## config.mk

```make
export PLATFORM = sky130hd
export DESIGN_NAME = mig_wr_burst_engine
export DESIGN_NICKNAME = d
export VERILOG_FILES = /design/src/rtl/mig_ui_pkg.sv /design/src/rtl/mig_addr_wrap.sv /design/src/rtl/mig_wr_burst_engine.sv
export SDC_FILE = /design/constraint.sdc
export NUM_CORES = 1
export LEC_CHECK = 0
export ABC_CLOCK_PERIOD_IN_PS = 4200
export CAP_MARGIN = 20
export CORE_AREA = 2 2 506 508
export CTS_CLUSTER_DIAMETER = 50
export DETAILED_ROUTE_END_ITERATION = 6
export DIE_AREA = 0 0 508 510
export SKIP_LAST_GASP = 1
export SLEW_MARGIN = 20
export SYNTH_ARGS = -nofsm -noshare
export SYNTH_HDL_FRONTEND = slang
export SYNTH_SLANG_ARGS = --single-unit
```

## constraint.sdc

```tcl
create_clock -name clk -period 4.2 [get_ports clk]
set_input_delay 0.84 -clock clk [delete_from_list [all_inputs] [get_ports clk]]
set_output_delay 0.84 -clock clk [all_outputs]
set_load 0.05 [all_outputs]
```

## src/rtl/mig_ui_pkg.sv

```systemverilog
// Shared MIG user-interface definitions for the DDR4 read/write engines.
package mig_ui_pkg;

    localparam logic [2:0]  MIG_CMD_WRITE = 3'b000;
    localparam logic [2:0]  MIG_CMD_READ  = 3'b001;

    localparam int unsigned MIG_ADDR_W = 29;
    localparam int unsigned MIG_DATA_W = 512;

    typedef enum logic [1:0] {
        StIdle,
        StRun,
        StDone
    } wr_state_e;

endpackage

```

## src/rtl/mig_addr_wrap.sv

```systemverilog
// Next-beat address with optional ring-region wrap; purely combinational so the
// read engine can reuse it.
module mig_addr_wrap #(
    parameter int unsigned ADDR_W    = 29,
    parameter int unsigned ADDR_STEP = 8
) (
    input  logic [ADDR_W-1:0] addr,
    input  logic [ADDR_W-1:0] wrap_lo,
    input  logic [ADDR_W-1:0] wrap_hi,
    output logic [ADDR_W-1:0] next_addr
);

    localparam logic [ADDR_W:0] STEP_EXT = (ADDR_W+1)'(ADDR_STEP);

    logic [ADDR_W:0] sum;
    logic [ADDR_W:0] hi_ext;
    logic [ADDR_W:0] excess;

    always_comb begin
        sum    = {1'b0, addr} + STEP_EXT;
        hi_ext = {1'b0, wrap_hi};
        excess = sum - hi_ext;
        // The extra carry bit lets a ring ending at the top of the space still wrap.
        if ((wrap_hi != '0) && (sum >= hi_ext)) begin
            next_addr = wrap_lo + excess[ADDR_W-1:0];
        end else begin
            next_addr = sum[ADDR_W-1:0];
        end
    end

endmodule

```

## src/rtl/mig_wr_burst_engine.sv

```systemverilog
// DDR4 MIG write engine: one burst per command, data and command channels run
// independently with data allowed at most MAX_LEAD beats ahead of commands.
module mig_wr_burst_engine
    import mig_ui_pkg::*;
#(
    parameter int unsigned ADDR_W    = MIG_ADDR_W,
    parameter int unsigned DATA_W    = MIG_DATA_W,
    parameter int unsigned MASK_W    = DATA_W / 8,
    parameter int unsigned LEN_W     = 8,
    parameter int unsigned ADDR_STEP = 8,
    parameter int unsigned MAX_LEAD  = 4
) (
    input  logic              clk,
    input  logic              rst_n,
    input  logic              cmd_start,
    output logic              cmd_ready,
    input  logic [ADDR_W-1:0] cmd_addr,
    input  logic [LEN_W-1:0]  cmd_len,
    input  logic [MASK_W-1:0] cmd_mask,
    input  logic [ADDR_W-1:0] wrap_lo,
    input  logic [ADDR_W-1:0] wrap_hi,
    output logic              busy,
    output logic              done,
    input  logic              src_valid,
    input  logic [DATA_W-1:0] src_data,
    output logic              src_rd,
    output logic              app_en,
    input  logic              app_rdy,
    output logic [2:0]        app_cmd,
    output logic [ADDR_W-1:0] app_addr,
    output logic              app_wdf_wren,
    output logic              app_wdf_end,
    input  logic              app_wdf_rdy,
    output logic [DATA_W-1:0] app_wdf_data,
    output logic [MASK_W-1:0] app_wdf_mask
);

    localparam logic [LEN_W:0] LEAD_CAP = (LEN_W+1)'(MAX_LEAD);

    wr_state_e         state;
    logic [LEN_W-1:0]  len_q;
    logic [LEN_W:0]    len_ext;
    logic [LEN_W:0]    data_cnt;
    logic [LEN_W:0]    cmd_cnt;
    logic [LEN_W:0]    lead;
    logic [ADDR_W-1:0] addr_q;
    logic [ADDR_W-1:0] next_addr;
    logic [MASK_W-1:0] mask_q;
    logic              run;
    logic              data_go;
    logic              cmd_go;
    logic              last_cmd;

    mig_addr_wrap #(
        .ADDR_W   (ADDR_W),
        .ADDR_STEP(ADDR_STEP)
    ) u_addr_wrap (
        .addr     (addr_q),
        .wrap_lo  (wrap_lo),
        .wrap_hi  (wrap_hi),
        .next_addr(next_addr)
    );

    assign run     = (state == StRun);
    assign len_ext = {1'b0, len_q};
    assign lead    = data_cnt - cmd_cnt;

    assign app_wdf_wren = run && src_valid && (data_cnt < len_ext) && (lead < LEAD_CAP);
    assign data_go      = app_wdf_wren && app_wdf_rdy;

    // Depends only on registered counters, never on app_rdy.
    assign app_en   = run && (cmd_cnt < data_cnt);
    assign cmd_go   = app_en && app_rdy;
    assign last_cmd = cmd_go && (cmd_cnt == (len_ext - 1'b1));

    assign src_rd       = data_go;
    assign app_cmd      = MIG_CMD_WRITE;
    assign app_addr     = addr_q;
    assign app_wdf_end  = app_wdf_wren;
    assign app_wdf_data = src_data;
    assign app_wdf_mask = mask_q;

    always_ff @(posedge clk or negedge rst_n) begin
        if (!rst_n) begin
            state     <= StIdle;
            cmd_ready <= 1'b1;
            busy      <= 1'b0;
            done      <= 1'b0;
            len_q     <= '0;
            mask_q    <= '0;
            addr_q    <= '0;
            data_cnt  <= '0;
            cmd_cnt   <= '0;
        end else begin
            done <= 1'b0;
            unique case (state)
                StIdle: begin
                    if (cmd_start) begin
                        cmd_ready <= 1'b0;
                        if (cmd_len != '0) begin
                            len_q    <= cmd_len;
                            mask_q   <= cmd_mask;
                            addr_q   <= cmd_addr;
                            data_cnt <= '0;
                            cmd_cnt  <= '0;
                            busy     <= 1'b1;
                            state    <= StRun;
                        end else begin
                            done  <= 1'b1;
                            state <= StDone;
                        end
                    end
                end
                StRun: begin
                    if (data_go) begin
                        data_cnt <= data_cnt + 1'b1;
                    end
                    if (cmd_go) begin
                        cmd_cnt <= cmd_cnt + 1'b1;
                        addr_q  <= next_addr;
                    end
                    if (last_cmd) begin
                        busy  <= 1'b0;
                        done  <= 1'b1;
                        state <= StDone;
                    end
                end
                StDone: begin
                    cmd_ready <= 1'b1;
                    state     <= StIdle;
                end
                default: begin
                    cmd_ready <= 1'b1;
                    busy      <= 1'b0;
                    state     <= StIdle;
                end
            endcase
        end
    end

endmodule

```

==> metrics.txt <==
status complete, but fails checks; violated checks DRC; Worst-Margin Slew 0.927 ns; CP arrival 3.15 ns; leading cell type in the layout, fill and taps excluded clkdlybuf4s50_1; leading cell types in the layout, fill and taps excluded clkdlybuf4s50_1, nand2_1, dfrtp_1, buf_4, inv_1; EDFF count, synth 0; Yosys reg bits 124; Fmax achieved 0.251 GHz; critical path class reg2out; Synth Cell Area 13300 sq um; DP Wirelength 165000 um; crit path cell chain inv_1 -> ha_1 -> nor2b_4 -> o31a_1 -> o21a_1 -> o21ai_1 -> nor4b_4 -> nor2_1 -> nor4_2 -> buf_4 -> and2_4 -> buf_12; Final setup viols 0; Die Area 259000 sq um; Leak 6.60 nW; reg-to-reg endpoint app_addr[28]$_DFFE_PN0P_; placed inst area 16900 sq um; RSZ-0062 raised after global routing true; fin. max-slew vios 0; Worst path depth 12; vias 11200; critical path endpoint category output port; fraction of registers with async set/reset 1.00; Post-CTS Hold Fix Bufs 0; Hold Fails Final Rpt 0; cells on worst reg2reg path 17; # nets final 2229; worst-path maximum fanout 5; Distinct cells, synth 71; Critical Path End src_rd; Pre-antenna DRT Iters 7; warning count from the yosys run 0; Finished Cell Area 17600 sq um; first-pass GRT wire length 199000 um; CTS tree built; Post-DRT Antenna Nets 0; Final Cycle Share 0.950; htree depth 4; Hold Slack 0.292 ns; Synth-to-Final Area Change 32.9%; PwrDens 682 nW/um^2; Avg Cell Area, Syn 8.21 sq um; vias in the first global route 11000; Seq/Total Area, Yosys 0.234; R2R setup slack 0.25 ns; Max-Cap Viols 0; CP max stage cell dfrtp_1; DRT iter0 DRCs 768; ys flop type dfrtp_1; initial antenna violation count 106; GR Overflow Total 0; startpoint types register; mean number of vias per cell 2.31; share of layout cells above drive strength 1 0.110; Layout Cells excl Fill 4834; CTS Root Cell clkbuf_16; max incr delay on CP 0.41 ns; fin crit period 3.99 ns; Critical Path RT 3.36 ns; RR Startpoint app_addr[4]$_DFFE_PN0P_; GPL Wtd Cong 0.816; IO buf count 264; Starting Density 0.0524; die width 508 um; routed wire length per instance 36.4 um; Worst Skew 0.0286 ns; die span in y 510 um; Worst Hold Class in2async; IR drop worst, VDD 0.000306 V; Final Util 0.0696; CP top delay family simple AND/OR/NAND/NOR gates; filler instances 29700; CORE AREA 253000 sq um; Total GRT Usage 0.131; CTS max path bufs 2; Sink Count 124; CP startpoint cmd_cnt[1]$_DFFE_PN0P_; Clock Pin Slew Worst Setup and Hold Paths 0.09 ns; placed instance count 4789; Post-Syn Instances 1617; relative slew slack 0.380; Critical path buffers and inverters 3; Total Routed Length 176000 um; number of I/O pins 1292; CTS Buf Count 17; clock latency on the worst-skew pair 0.53 ns; largest net degree at the start of global routing 76; # rows 185; # DRC 2
==> power by group <==
part / switching (mW) / internal, mW / leakage [nW]
clock: 0.801 / 0.915 / 0.305
combinational: 5.10 / 3.14 / 4.73
sequential: 0.392 / 1.69 / 1.56
==> area by class of cell <==
cell class	count	area, sq um	share of cell area
Antenna cell	9	22.5	0.00128
Timing Repair Buffer	357	3440	0.195
Inverter	86	323	0.0183
Clock buffer	18	439	0.0249
Tap cell	3366	4210	0.239
Multi-Input combinational cell	860	5930	0.336
Clock inverter	14	174	0.00986
Sequential cell	124	3100	0.176
==> routing by layer <==
layer,up-vias,GRT usage,share of wire
met2,1349,0.202,0.43
met1,4791,0.0511,0.14
met3,445,0.232,0.38
met5,-,0.0174,0.0054
met4,64,0.0525,0.048
li1,4519,-,-
==> flip-flops by register name, summed over array words and instances, names as in the netlist <==
| signal | cells |
|---|---|
| len_q | 8 |
| busy | 1 |
| cmd_ready | 1 |
| done | 1 |
| cmd_cnt | 9 |
| state | 2 |
| app_wdf_mask | 64 |
| app_addr | 29 |
| data_cnt | 9 |
==> logic make-up (layout without fill, tap and decap cells) <==
group | Yosys count | in the layout | synth area share
AOI/OAI and AO/OA | 226 | 226 | 0.116
xor gates and xnor gates | 72 | 72 | 0.0475
adders and majority gates | 106 | 106 | 0.116
buffers and inverters | 635 | 475 | 0.327
DFF | 124 | 124 | 0.234
muxes | 13 | 13 | 0.00980
other | 1 | 12 | 0.000282
and+or+nand+nor | 440 | 440 | 0.150
==> repair_timing <==
item | in CTS | in global routing
cloned | 0 | 0
gates resized for setup | 0 | 13
pin swaps | 0 | 3
setup buffers | 1 | 3
endpoints found under the setup margin | 1 | 22
==> synth_stat cells, types with 9 or more instances <==
library cell | n | area, sq um
o21ai_0 | 37 | 185
inv_1 | 86 | 323
buf_4 | 516 | 3870
nor2_1 | 52 | 195
a21o_1 | 27 | 203
xor2_1 | 25 | 219
mux2i_1 | 13 | 130
nand2b_1 | 9 | 56.3
and3_1 | 12 | 75.1
nand3_1 | 21 | 105
dfrtp_1 | 123 | 3080
nor3_1 | 20 | 100
ha_1 | 78 | 976
nor4_1 | 12 | 75.1
o211ai_1 | 14 | 105
o21ai_1 | 17 | 85.1
fa_1 | 28 | 561
nand4_1 | 19 | 119
clkbuf_1 | 19 | 71.3
a21oi_1 | 52 | 260
nand2_1 | 258 | 968
xnor2_1 | 47 | 412
a221o_1 | 9 | 90.1
a222oi_1 | 11 | 110
==> through the flow <==
stage / worst slack (ns) / setup TNS (ns) / total power, mW
floorplan: 0.0568 / 0 / 8.29
global placement: -0.193 / -0.859 / 10.4
detailed placement: -0.246 / -1.24 / 10.5
CTS: 0.00263 / 0 / 12.3
global route: -0.0145 / -0.0145 / 13.0
finish: 0.211 / 0 / 12.0
==> how the worst min path moves through the flow <==
stage                                             from                           end
after detailed placement  app_wdf_mask[22]$_DFFE_PN0P_  app_wdf_mask[22]$_DFFE_PN0P_
after global routing                             rst_n  app_wdf_mask[32]$_DFFE_PN0P_
after global placement    app_wdf_mask[59]$_DFFE_PN0P_  app_wdf_mask[59]$_DFFE_PN0P_
final                                            rst_n  app_wdf_mask[32]$_DFFE_PN0P_
after floorplan                   state[1]$_DFFE_PN0P_         cmd_ready$_DFFE_PN1P_
after CTS                                        rst_n  app_wdf_mask[32]$_DFFE_PN0P_
Note: power is estimated with default switching activity, not from simulation.
